**config.mk**
```make
export PLATFORM = sky130hd
export DESIGN_NAME = pfd_cordic_scheduler
export DESIGN_NICKNAME = d
export VERILOG_FILES = /design/src/rtl/pfd_cordic_scheduler.sv
export SDC_FILE = /design/constraint.sdc
export NUM_CORES = 1
export LEC_CHECK = 0
export ABC_AREA = 0
export BUFFER_PORTS_ARGS = -buffer_cell sky130_fd_sc_hd__buf_2
export CORE_MARGIN = 8
export CORE_UTILIZATION = 32
export CTS_BUF_LIST = sky130_fd_sc_hd__clkbuf_16
export CTS_CLUSTER_SIZE = 40
export DETAILED_ROUTE_END_ITERATION = 10
export SLEW_MARGIN = 20
export SYNTH_ARGS = -nofsm -noshare
export SYNTH_HDL_FRONTEND = slang
export SYNTH_SLANG_ARGS = --single-unit
```
**constraint.sdc**
```tcl
create_clock -name clk_i -period 7.8 [get_ports clk_i]
set_input_delay 0.78 -clock clk_i [delete_from_list [all_inputs] [get_ports clk_i]]
set_output_delay 0.78 -clock clk_i [all_outputs]
set_load 0.02 [all_outputs]
```
**src/rtl/pfd_cordic_scheduler.sv**
```systemverilog
// pfd_cordic_scheduler: round-robin sharing of one CORDIC phase pipeline across NCH I/Q phase-detector channels
module pfd_cordic_scheduler #(
  parameter int NCH        = 4,
  parameter int INPUTWIDTH = 14,
  parameter int PHASEWIDTH = 10,
  parameter int TURNWIDTH  = 4,
  parameter int TAGW       = 3,
  parameter int DROPW      = 8
) (
  input  logic                                  clk_i,
  input  logic                                  rst_i,
  input  logic [NCH-1:0]                        ch_en_i,
  input  logic [NCH-1:0]                        s_valid_i,
  input  logic [NCH*INPUTWIDTH-1:0]             s_i_i,
  input  logic [NCH*INPUTWIDTH-1:0]             s_q_i,
  output logic                                  c_valid_o,
  output logic [INPUTWIDTH-1:0]                 c_i_o,
  output logic [INPUTWIDTH-1:0]                 c_q_o,
  output logic [TAGW-1:0]                       c_tag_o,
  input  logic                                  c_ready_i,
  input  logic                                  r_valid_i,
  input  logic [PHASEWIDTH-1:0]                 r_ph_i,
  input  logic [TAGW-1:0]                       r_tag_i,
  output logic [NCH*(TURNWIDTH+PHASEWIDTH)-1:0] integral_o,
  output logic [NCH-1:0]                        upd_o,
  output logic [NCH*DROPW-1:0]                  drop_cnt_o,
  output logic                                  tag_err_o
);
  localparam int W = TURNWIDTH + PHASEWIDTH;
  localparam int NS = 2 ** TAGW;
  localparam logic [TURNWIDTH-1:0] TMIN = {1'b1, {(TURNWIDTH-1){1'b0}}};
  localparam logic [TURNWIDTH-1:0] TMAX = ~TMIN;
  logic [NCH-1:0] pend;
  logic [NS-1:0] pend_pad;
  logic [INPUTWIDTH-1:0] hold_iv [NS];
  logic [INPUTWIDTH-1:0] hold_qv [NS];
  logic [TAGW:0] s;
  logic [TAGW-1:0] gidx, rr_q, rr_d, c_tag_q, c_tag_d;
  logic [INPUTWIDTH-1:0] c_i_q, c_i_d, c_q_q, c_q_d;
  logic found, gnt, c_valid_q, c_valid_d, tag_err_q, tag_err_d, tag_bad;
  logic [1:0] nq;
  assign nq = r_ph_i[PHASEWIDTH-1 -: 2];
  assign tag_bad = {1'b0, r_tag_i} >= (TAGW+1)'(NCH);
  assign gnt = found & (~c_valid_q | c_ready_i);
  // find the first pending channel at or after rr_q; scanning backwards lets the nearest one win
  always_comb begin
    pend_pad = '0;
    pend_pad[NCH-1:0] = pend;
    gidx = '0;
    found = 1'b0;
    s = '0;
    for (int j = NCH - 1; j >= 0; j--) begin
      s = {1'b0, rr_q} + (TAGW+1)'(j);
      if (s >= (TAGW+1)'(NCH)) s = s - (TAGW+1)'(NCH);
      if (pend_pad[s[TAGW-1:0]]) begin
        gidx = s[TAGW-1:0];
        found = 1'b1;
      end
    end
  end
  // skid output register holds while stalled, reloads on a grant
  always_comb begin
    c_valid_d = (~c_valid_q | c_ready_i) ? found : c_valid_q;
    c_i_d = gnt ? hold_iv[gidx] : c_i_q;
    c_q_d = gnt ? hold_qv[gidx] : c_q_q;
    c_tag_d = gnt ? gidx : c_tag_q;
    rr_d = gnt ? ((gidx == TAGW'(NCH - 1)) ? '0 : gidx + TAGW'(1)) : rr_q;
    tag_err_d = tag_err_q | (r_valid_i & tag_bad);
  end
  // shared issue state
  always_ff @(posedge clk_i) begin
    if (rst_i) begin
      c_valid_q <= 1'b0;
      c_i_q <= '0;
      c_q_q <= '0;
      c_tag_q <= '0;
      rr_q <= '0;
      tag_err_q <= 1'b0;
    end else begin
      c_valid_q <= c_valid_d;
      c_i_q <= c_i_d;
      c_q_q <= c_q_d;
      c_tag_q <= c_tag_d;
      rr_q <= rr_d;
      tag_err_q <= tag_err_d;
    end
  end
  assign c_valid_o = c_valid_q;
  assign c_i_o = c_i_q;
  assign c_q_o = c_q_q;
  assign c_tag_o = c_tag_q;
  assign tag_err_o = tag_err_q;
  for (genvar g = 0; g < NCH; g++) begin : g_ch
    logic cap, iss, res, up, dn;
    logic pend_q, pend_d, first_q, first_d, upd_q, upd_d;
    logic [INPUTWIDTH-1:0] si_q, si_d, sq_q, sq_d;
    logic [DROPW-1:0] drop_q, drop_d;
    logic [TURNWIDTH-1:0] turns_q, turns_d;
    logic [PHASEWIDTH-1:0] ph_q, ph_d;
    logic [1:0] lq_q, lq_d;
    assign cap = s_valid_i[g] & ch_en_i[g];
    assign iss = gnt & (gidx == TAGW'(g));
    assign res = r_valid_i & ~tag_bad & (r_tag_i == TAGW'(g));
    assign up = ~first_q & (lq_q == 2'b11) & (nq == 2'b00) & (turns_q != TMAX);
    assign dn = ~first_q & (lq_q == 2'b00) & (nq == 2'b11) & (turns_q != TMIN);
    // capture, drop accounting and quadrant-crossing unwrap for one channel
    always_comb begin
      si_d = cap ? s_i_i[g*INPUTWIDTH +: INPUTWIDTH] : si_q;
      sq_d = cap ? s_q_i[g*INPUTWIDTH +: INPUTWIDTH] : sq_q;
      pend_d = ch_en_i[g] & (cap | (pend_q & ~iss));
      drop_d = (cap & pend_q & ~iss & ~(&drop_q)) ? drop_q + DROPW'(1) : drop_q;
      first_d = ~ch_en_i[g] | (first_q & ~res);
      turns_d = ~res ? turns_q : up ? turns_q + TURNWIDTH'(1) : dn ? turns_q - TURNWIDTH'(1) : turns_q;
      ph_d = res ? r_ph_i : ph_q;
      lq_d = res ? nq : lq_q;
      upd_d = res;
    end
    // per-channel state; reset drops any result arriving in the same cycle
    always_ff @(posedge clk_i) begin
      if (rst_i) begin
        si_q <= '0;
        sq_q <= '0;
        pend_q <= 1'b0;
        drop_q <= '0;
        first_q <= 1'b1;
        turns_q <= '0;
        ph_q <= '0;
        lq_q <= '0;
        upd_q <= 1'b0;
      end else begin
        si_q <= si_d;
        sq_q <= sq_d;
        pend_q <= pend_d;
        drop_q <= drop_d;
        first_q <= first_d;
        turns_q <= turns_d;
        ph_q <= ph_d;
        lq_q <= lq_d;
        upd_q <= upd_d;
      end
    end
    assign pend[g] = pend_q;
    assign hold_iv[g] = si_q;
    assign hold_qv[g] = sq_q;
    assign integral_o[g*W +: W] = {turns_q, ph_q};
    assign upd_o[g] = upd_q;
    assign drop_cnt_o[g*DROPW +: DROPW] = drop_q;
  end
  for (genvar g = NCH; g < NS; g++) begin : g_pad
    assign hold_iv[g] = '0;
    assign hold_qv[g] = '0;
  end
endmodule

```
==> results by group, run 1 <==
Outcome
  • Outcome: complete, no violations

Place
  • Setup WS pre-CTS: 4.12 ns
  • DP HPWL: 23700 µm
  • GPL Wtd Cong: 0.808
  • Input/output buffers: 261

CTS
  • Post-CTS Setup Repair Bufs: 0
  • CTS buffer count: 29
  • CTS tree: built
  • Clk buf depth: 3
  • Reg clk slew, reported paths: 0.06 ns
  • H-tree depth: 1
  • Post_cts resized: 0
  • Worst-Skew Late Latency: 0.54 ns
  • Hold Buf Count CTS: 0
  • Root Driver: clkbuf_16
  • Clock sinks: 248

Min path
  • Worst hold stages: 2
  • HP Class: register to register

Die
  • Initial core utilization: 32.6%
  • Core area: 32600 µm²
  • Die W: 198 µm
  • DIE HEIGHT: 198 µm
  • Num ports: 262
  • Row count: 66
  • Full die area: 39300 µm²

Timing
  • Slew headroom: 30.9%
  • Worst clock skew: 0.0134 ns
  • Final Hold Fails: 0
  • Worst Setup Slack, final: 4.06 ns
  • Endpoints failing setup: 0
  • Final Cycle Share: 48.0%
  • Peak Freq: 267 MHz
  • Fin crit period: 3.74 ns
  • Fin. max-slew vios: 0
  • RSZ-0062 raised after global routing: false
  • Setup tns final: 0 ns
  • Measured slew at the worst slew-check pin: 1.04 ns

Synth
  • YS warnings: 0
  • Syn Area/Cell: 8.44 µm²
  • Post-synthesis cell type count: 61
  • Asr flop ratio synth: 0%
  • Seq/Total Area, Yosys: 46.7%
  • Post-Syn Nets: 1416
  • Commonest cells post-synth: nand2_1 (366), dfxtp_1 (248), a21oi_1 (189)
  • Top-count cell post-synth: nand2_1
  • Number of synthesized register bits: 248
  • Cell taking the most area after synthesis: dfxtp_1
  • Synth Flop Type: dfxtp_1
  • Post-synth EDFFs: 0
  • Share of the synthesized area in the top cell type: 46.7%
  • Synthesized cell area: 10600 µm²
  • Cells after Synth: 1261
  • Synth top area cells: dfxtp_1 (47%), nand2_1 (13%), a21oi_1 (8.9%)

Job
  • Max Cap Violations: 0

Layout
  • Area of the multi-input gates: 5280 µm²
  • Final-stage net count: 1635
  • Layout cells sized above 1: 23.9%
  • Area Overhead vs Synth: 23.6%
  • Register Area: 4960 µm²
  • Fill cell count: 3338

Route
  • Vias: 9508
  • WL/cell: 17.3 µm
  • DRC: 0
  • DR iter-0 viols: 337
  • Avg Vias per Cell: 4.89
  • DRT Wirelength: 33700 µm
  • DR pass1 iterations: 5
  • Final antenna-violating net count: 0

Power and ir drop
  • Comb pwr share: 20.4%
  • Pwr dens: 259 nW/µm²
  • Leak pwr: 0.00553 µW
  • Clock power share: 38.8%
  • Internal: 2350 µW
  • Max VDD drop: 149 µV
  • NetSw: 1050 µW
  • Seq pwr share: 40.8%
  • Net Sw Frac: 30.9%
  • Total Power: 3400 µW

Worst setup path
  • FF-to-FF path depth: 8
  • Worst-path maximum fanout: 28
  • Kind of critical path: register to register
  • Kind of start point of the critical path: register
  • Arrival time at the worst endpoint: 4.13 ns
  • Crit path required time: 8.19 ns
  • Endpoint class of the critical path: register

Global routing
  • GRT Total Usage: 16.3%
  • Largest net degree at the start of global routing: 88
  • Vias in the first global route: 9241
  • Initial antenna violation count: 6
  • GRT Residual Overflow: 0
  • First-pass GRT wire length: 51800 µm
==> critical path, cell delays in order, from the launching register on <==
cell      delay [ns]
dfxtp_1         0.63
inv_1           0.21
ha_1            0.47
mux4_2          0.26
o21ai_2         0.07
or3_1           0.39
a31oi_2         0.52
or3_2           0.81
o221ai_1        0.19
==> final cells by class <==
type                    count  share of cell area (%)
diodes                      2                  0.0381
multi-input cells         919                    40.1
clock buffers              29                    5.52
flip-flops and latches    248                    37.8
inverters                  11                   0.314
clock inverters            23                    1.47
well taps                 442                    4.21
repair buffers            271                    10.6
==> logic make-up (layout without fill, tap and decap cells) <==
logic type,after synthesis,in the layout,synth area share (%)
AO/OA/AOI/OAI,278,278,16.9
XOR/XNOR,21,21,1.73
adder cells (fa/ha/maj),18,18,2.40
buffers and inverters,94,334,3.88
flip-flops,248,248,46.7
multiplexers,70,70,6.86
other,0,2,0
AND/OR/NAND/NOR,532,532,21.5
==> path summary, 6_finish.rpt <==
path                         from               to  slack (ns)
setup / recovery          rr_q[0]        c_q_o[13]        4.06
hold / removal    g_ch[0].ph_q[3]  g_ch[0].ph_q[3]        0.45
setup reg to reg          rr_q[0]        c_q_o[13]        4.06
hold reg to reg   g_ch[0].ph_q[3]  g_ch[0].ph_q[3]        0.45
==> power groups by stage <==
stage               logic [µW]  clock network, µW  registers (µW)
floorplan                  477                  0            1430
global placement           693                  0            1410
detailed placement         703                  0            1410
CTS                        705               1350            1390
global route               752               1400            1400
finish                     695               1320            1390
==> routing by layer <==
metal | up-vias | GRT usage (%) | wire [µm] | share of wire, %
met5 | - | 0 | 54 | 0.16
li1 | 4763 | - | - | -
met4 | 8 | 3.98 | 710 | 2.1
met1 | 4459 | 20.2 | 14700 | 44
met2 | 229 | 27.3 | 15800 | 47
met3 | 49 | 4.82 | 2440 | 7.2
==> flip-flops by register name (all words and copies together) (netlist names), 3 cells and up <==
| signal | cells |
|---|---|
| g_ch.si_q | 56 |
| g_ch.sq_q | 56 |
| g_ch.ph_q | 40 |
| g_ch.drop_q | 32 |
| g_ch.turns_q | 16 |
| c_i_o | 14 |
| c_q_o | 14 |
| g_ch.first_q | 4 |
| g_ch.pend_q | 4 |
| g_ch.upd_q | 4 |
| c_tag_o | 3 |
| rr_q | 3 |
==> per-stage QoR <==
step / hold WS [ns] / util (%) / instances / area, µm²
floorplan: 0.436 / - / 1261 / 10600
global placement: 0.439 / 37.5 / 1891 / 12200
detailed placement: 0.445 / 37.5 / 1891 / 12200
CTS: 0.442 / 40.3 / 1943 / 13100
global route: 0.452 / 40.3 / 1945 / 13100
finish: 0.450 / 40.3 / 1945 / 13100
==> cells in the final DEF, fill, tap and decap left out, types with 3 or more instances in the layout <==
cell,count
a21oi_2,3
nor3_1,9
and3_1,11
inv_1,18
nor3b_1,5
buf_4,10
a31o_2,5
a211oi_1,7
fa_1,4
ha_1,14
o21ai_0,10
a21oi_1,189
o21ai_1,4
clkbuf_16,29
nor4_1,5
bufinv_16,3
nor2_1,53
or3_1,14
o221ai_1,8
nand2_1,364
a31oi_1,6
a21o_1,8
dfxtp_1,248
nand2b_1,8
nand3b_1,5
mux2i_1,65
xnor2_1,16
buf_2,260
nand3_1,15
o221ai_2,20
xor2_1,5
clkinv_1,4
and2_1,10
clkinv_2,4
nand4_1,6
and4b_1,4
nor4b_1,4
nor2b_1,9
No activity file was read; power rests on OpenSTA's default activity.
==> run 2: changes to the inputs <==
- clock period: 7.8 -> 3.65 ns (I/O delays scaled with it)
==> run 2 against run 1 <==
Effect of this change:
- core utilization is essentially flat
- sequential share of layout area is essentially flat
- first-iteration DRC count grew 18%
- combinational power grew 130%
- critical path depth grew 1
- routed wire length grew 0.25%
- clock skew shrank 0.0053 ns
- sequential cell count is the same
- critical path type unchanged
- critical endpoint is now g_ch[3].drop_q[4]
==> results by group, run 2 (same netlist as run 1, synthesis figures left out) <==
Timing
  • Slew headroom: 48.7% (was 30.9%)
  • Fin. max-slew vios: 0 (unchanged)
  • Setup tns final: 0 ns (unchanged)
  • Worst clock skew: 0.00816 ns (was 0.0134 ns)
  • Final Cycle Share: 87.3% (was 48.0%)
  • Fin crit period: 3.19 ns (was 3.74 ns)
  • Peak Freq: 314 MHz (was 267 MHz)
  • Final Hold Fails: 0 (unchanged)
  • RSZ-0062 raised after global routing: false (unchanged)
  • Fin Hold WS: 0.0660 ns (was 0.450 ns)
  • Measured slew at the worst slew-check pin: 0.770 ns (was 1.04 ns)
  • Endpoints failing setup: 0 (unchanged)

Global routing
  • First-pass GRT wire length: 52500 µm (was 51800 µm)
  • Initial antenna violation count: 8 (was 6)
  • Vias in the first global route: 9476 (was 9241)
  • GRT Total Usage: 16.5% (was 16.3%)
  • Largest net degree at the start of global routing: 136 (was 88)
  • GRT Residual Overflow: 0 (unchanged)

Route
  • DRT Wirelength: 33700 µm (about the same)
  • Final antenna-violating net count: 0 (unchanged)
  • DR pass1 iterations: 5 (unchanged)
  • Avg Vias per Cell: 4.91 (was 4.89)
  • DR iter-0 viols: 399 (was 337)
  • DRC: 0 (unchanged)
  • WL/cell: 17.3 µm (about the same)
  • Vias: 9604 (was 9508)

CTS
  • Post-CTS Setup Repair Bufs: 0 (unchanged)
  • CTS buffer count: 28 (was 29)
  • Root Driver: clkbuf_16 (unchanged)
  • Clock sinks: 248 (unchanged)
  • CTS tree: built (unchanged)
  • Clk buf depth: 3 (unchanged)
  • H-tree depth: 1 (unchanged)
  • Post_cts resized: 0 (unchanged)
  • Worst-Skew Late Latency: 0.54 ns (about the same)
  • Reg clk slew, reported paths: 0.06 ns (about the same)
  • Hold Buf Count CTS: 0 (unchanged)

Layout
  • Final-stage net count: 1643 (was 1635)
  • Area Overhead vs Synth: 23.7% (was 23.6%)
  • Layout cells sized above 1: 24.0% (was 23.9%)
  • Most common cell after layout, fill and taps aside: nand2_1 (unchanged)
  • Most frequent cells in the layout: nand2_1 (364), buf_2 (260), dfxtp_1 (248) (unchanged)
  • Registers with the most flip-flops: g_ch.si_q x56, g_ch.sq_q x56, g_ch.ph_q x40 (unchanged)

Power and ir drop
  • Clock power share: 35.6% (was 38.8%)
  • Seq pwr share: 41.6% (was 40.8%)
  • NetSw: 2230 µW (was 1050 µW)
  • Net Sw Frac: 31.6% (was 30.9%)
  • Pwr dens: 536 nW/µm² (was 259 nW/µm²)
  • Max VDD drop: 274 µV (was 149 µV)
  • Leak pwr: 0.00554 µW (was 0.00553 µW)
  • Internal: 4820 µW (was 2350 µW)
  • Comb pwr share: 22.7% (was 20.4%)

Worst setup path
  • Endpoint class of the critical path: register (unchanged)
  • Reg2Reg Capture Point: g_ch[3].drop_q[4] (was c_q_o[13])
  • Worst-path maximum fanout: 12 (was 28)
  • Kind of critical path: register to register (unchanged)
  • Arrival time at the worst endpoint: 3.67 ns (was 4.13 ns)
  • Reg2reg setup slack: 0.46 ns (was 4.06 ns)
  • Crit path required time: 4.13 ns (was 8.19 ns)
  • R2R Path Start: rr_q[0] (unchanged)
  • FF-to-FF path depth: 9 (was 8)
  • Kind of start point of the critical path: register (unchanged)

Die
  • Die W: 198 µm (unchanged)
  • Num ports: 262 (unchanged)
  • Row count: 66 (unchanged)
  • Full die area: 39300 µm² (unchanged)
  • DIE HEIGHT: 198 µm (unchanged)
  • Core area: 32600 µm² (unchanged)
  • Initial core utilization: 32.6% (unchanged)

Place
  • DP HPWL: 23500 µm (was 23700 µm)
  • GPL Wtd Cong: 0.799 (was 0.808)
  • Input/output buffers: 261 (unchanged)

Min path
  • HP Start: s_i_i[8] (was g_ch[0].ph_q[3])
  • Hold-critical path endpoint: g_ch[0].si_q[8] (was g_ch[0].ph_q[3])
  • HP Class: input pin to register (was register to register)
  • Worst hold stages: 3 (was 2)

Job
  • Max Cap Violations: 0 (unchanged)

Outcome
  • Outcome: complete, no violations (unchanged)
==> run 2: cell count changes in the layout (fill, tap and decap cells not counted), moves of 2 or more <==
cell | previous run | this run
buf_12 | 0 | 3
bufinv_16 | 3 | 0
clkinv_1 | 4 | 10
buf_4 | 10 | 16
inv_6 | 2 | 0
==> run 2: final cells by class <==
cell class                      count  area [µm²]
Antenna cell                        3        7.51
Clock buffer                       28         701
Clock inverter                     24         118
Fill cell                        3394       19500
Inverter                           11        41.3
Multi-Input combinational cell    919        5280
Sequential cell                   248        4960
Tap cell                          442         553
Timing Repair Buffer              280        1490
==> run 2: through the flow <==
step | total power [µW] | util (%) | instances | area [µm²] | setup WS [ns]
after global routing | 7430 | 40.3 | 1954 | 13200 | 0.299
after global placement | 4610 | 37.8 | 1900 | 12300 | 0.490
after detailed placement | 4620 | 37.8 | 1900 | 12300 | 0.489
after CTS | 7180 | 40.3 | 1952 | 13100 | 0.461
after floorplan | 4080 | - | 1261 | 10600 | 0.513
final | 7050 | 40.3 | 1955 | 13200 | 0.465
==> run 2: power by group through the flow <==
| stage | Combinational (µW) | Clock (µW) | Sequential [µW] |
|---|---|---|---|
| floorplan | 1020 | 0 | 3060 |
| global route | 1740 | 2730 | 2950 |
| detailed placement | 1630 | 0 | 2990 |
| global placement | 1620 | 0 | 2990 |
| finish | 1600 | 2510 | 2940 |
| CTS | 1630 | 2610 | 2940 |
==> run 2: worst max-delay path by stage <==
stage | start | endpoint | slack (ns)
after floorplan | rr_q[1] | g_ch[0].drop_q[3] | 0.51
after global placement | rr_q[0] | g_ch[3].drop_q[4] | 0.49
after detailed placement | rr_q[0] | g_ch[3].drop_q[4] | 0.49
after CTS | rr_q[0] | g_ch[3].drop_q[4] | 0.46
after global routing | rr_q[0] | g_ch[3].drop_q[5] | 0.30
final | rr_q[0] | g_ch[3].drop_q[4] | 0.46
==> run 2: per-layer routing <==
| metal | track usage (%) | share of wire (%) | vias to the layer above |
|---|---|---|---|
| met3 | 4.62 | 7.0 | 46 |
| met1 | 21.1 | 44 | 4559 |
| met5 | 0 | 0.20 | - |
| li1 | - | - | 4772 |
| met2 | 27.3 | 47 | 217 |
| met4 | 3.84 | 1.6 | 10 |
==> run 2: critical path: stages (launching register included) <==
cell     delay (ns)
dfxtp_1        0.32
inv_1          0.08
ha_1           0.42
mux4_2         0.54
and2_4         0.18
o31a_1         0.33
and3_1         0.34
a21o_1         0.33
or4_1          0.49
nand2_1        0.08
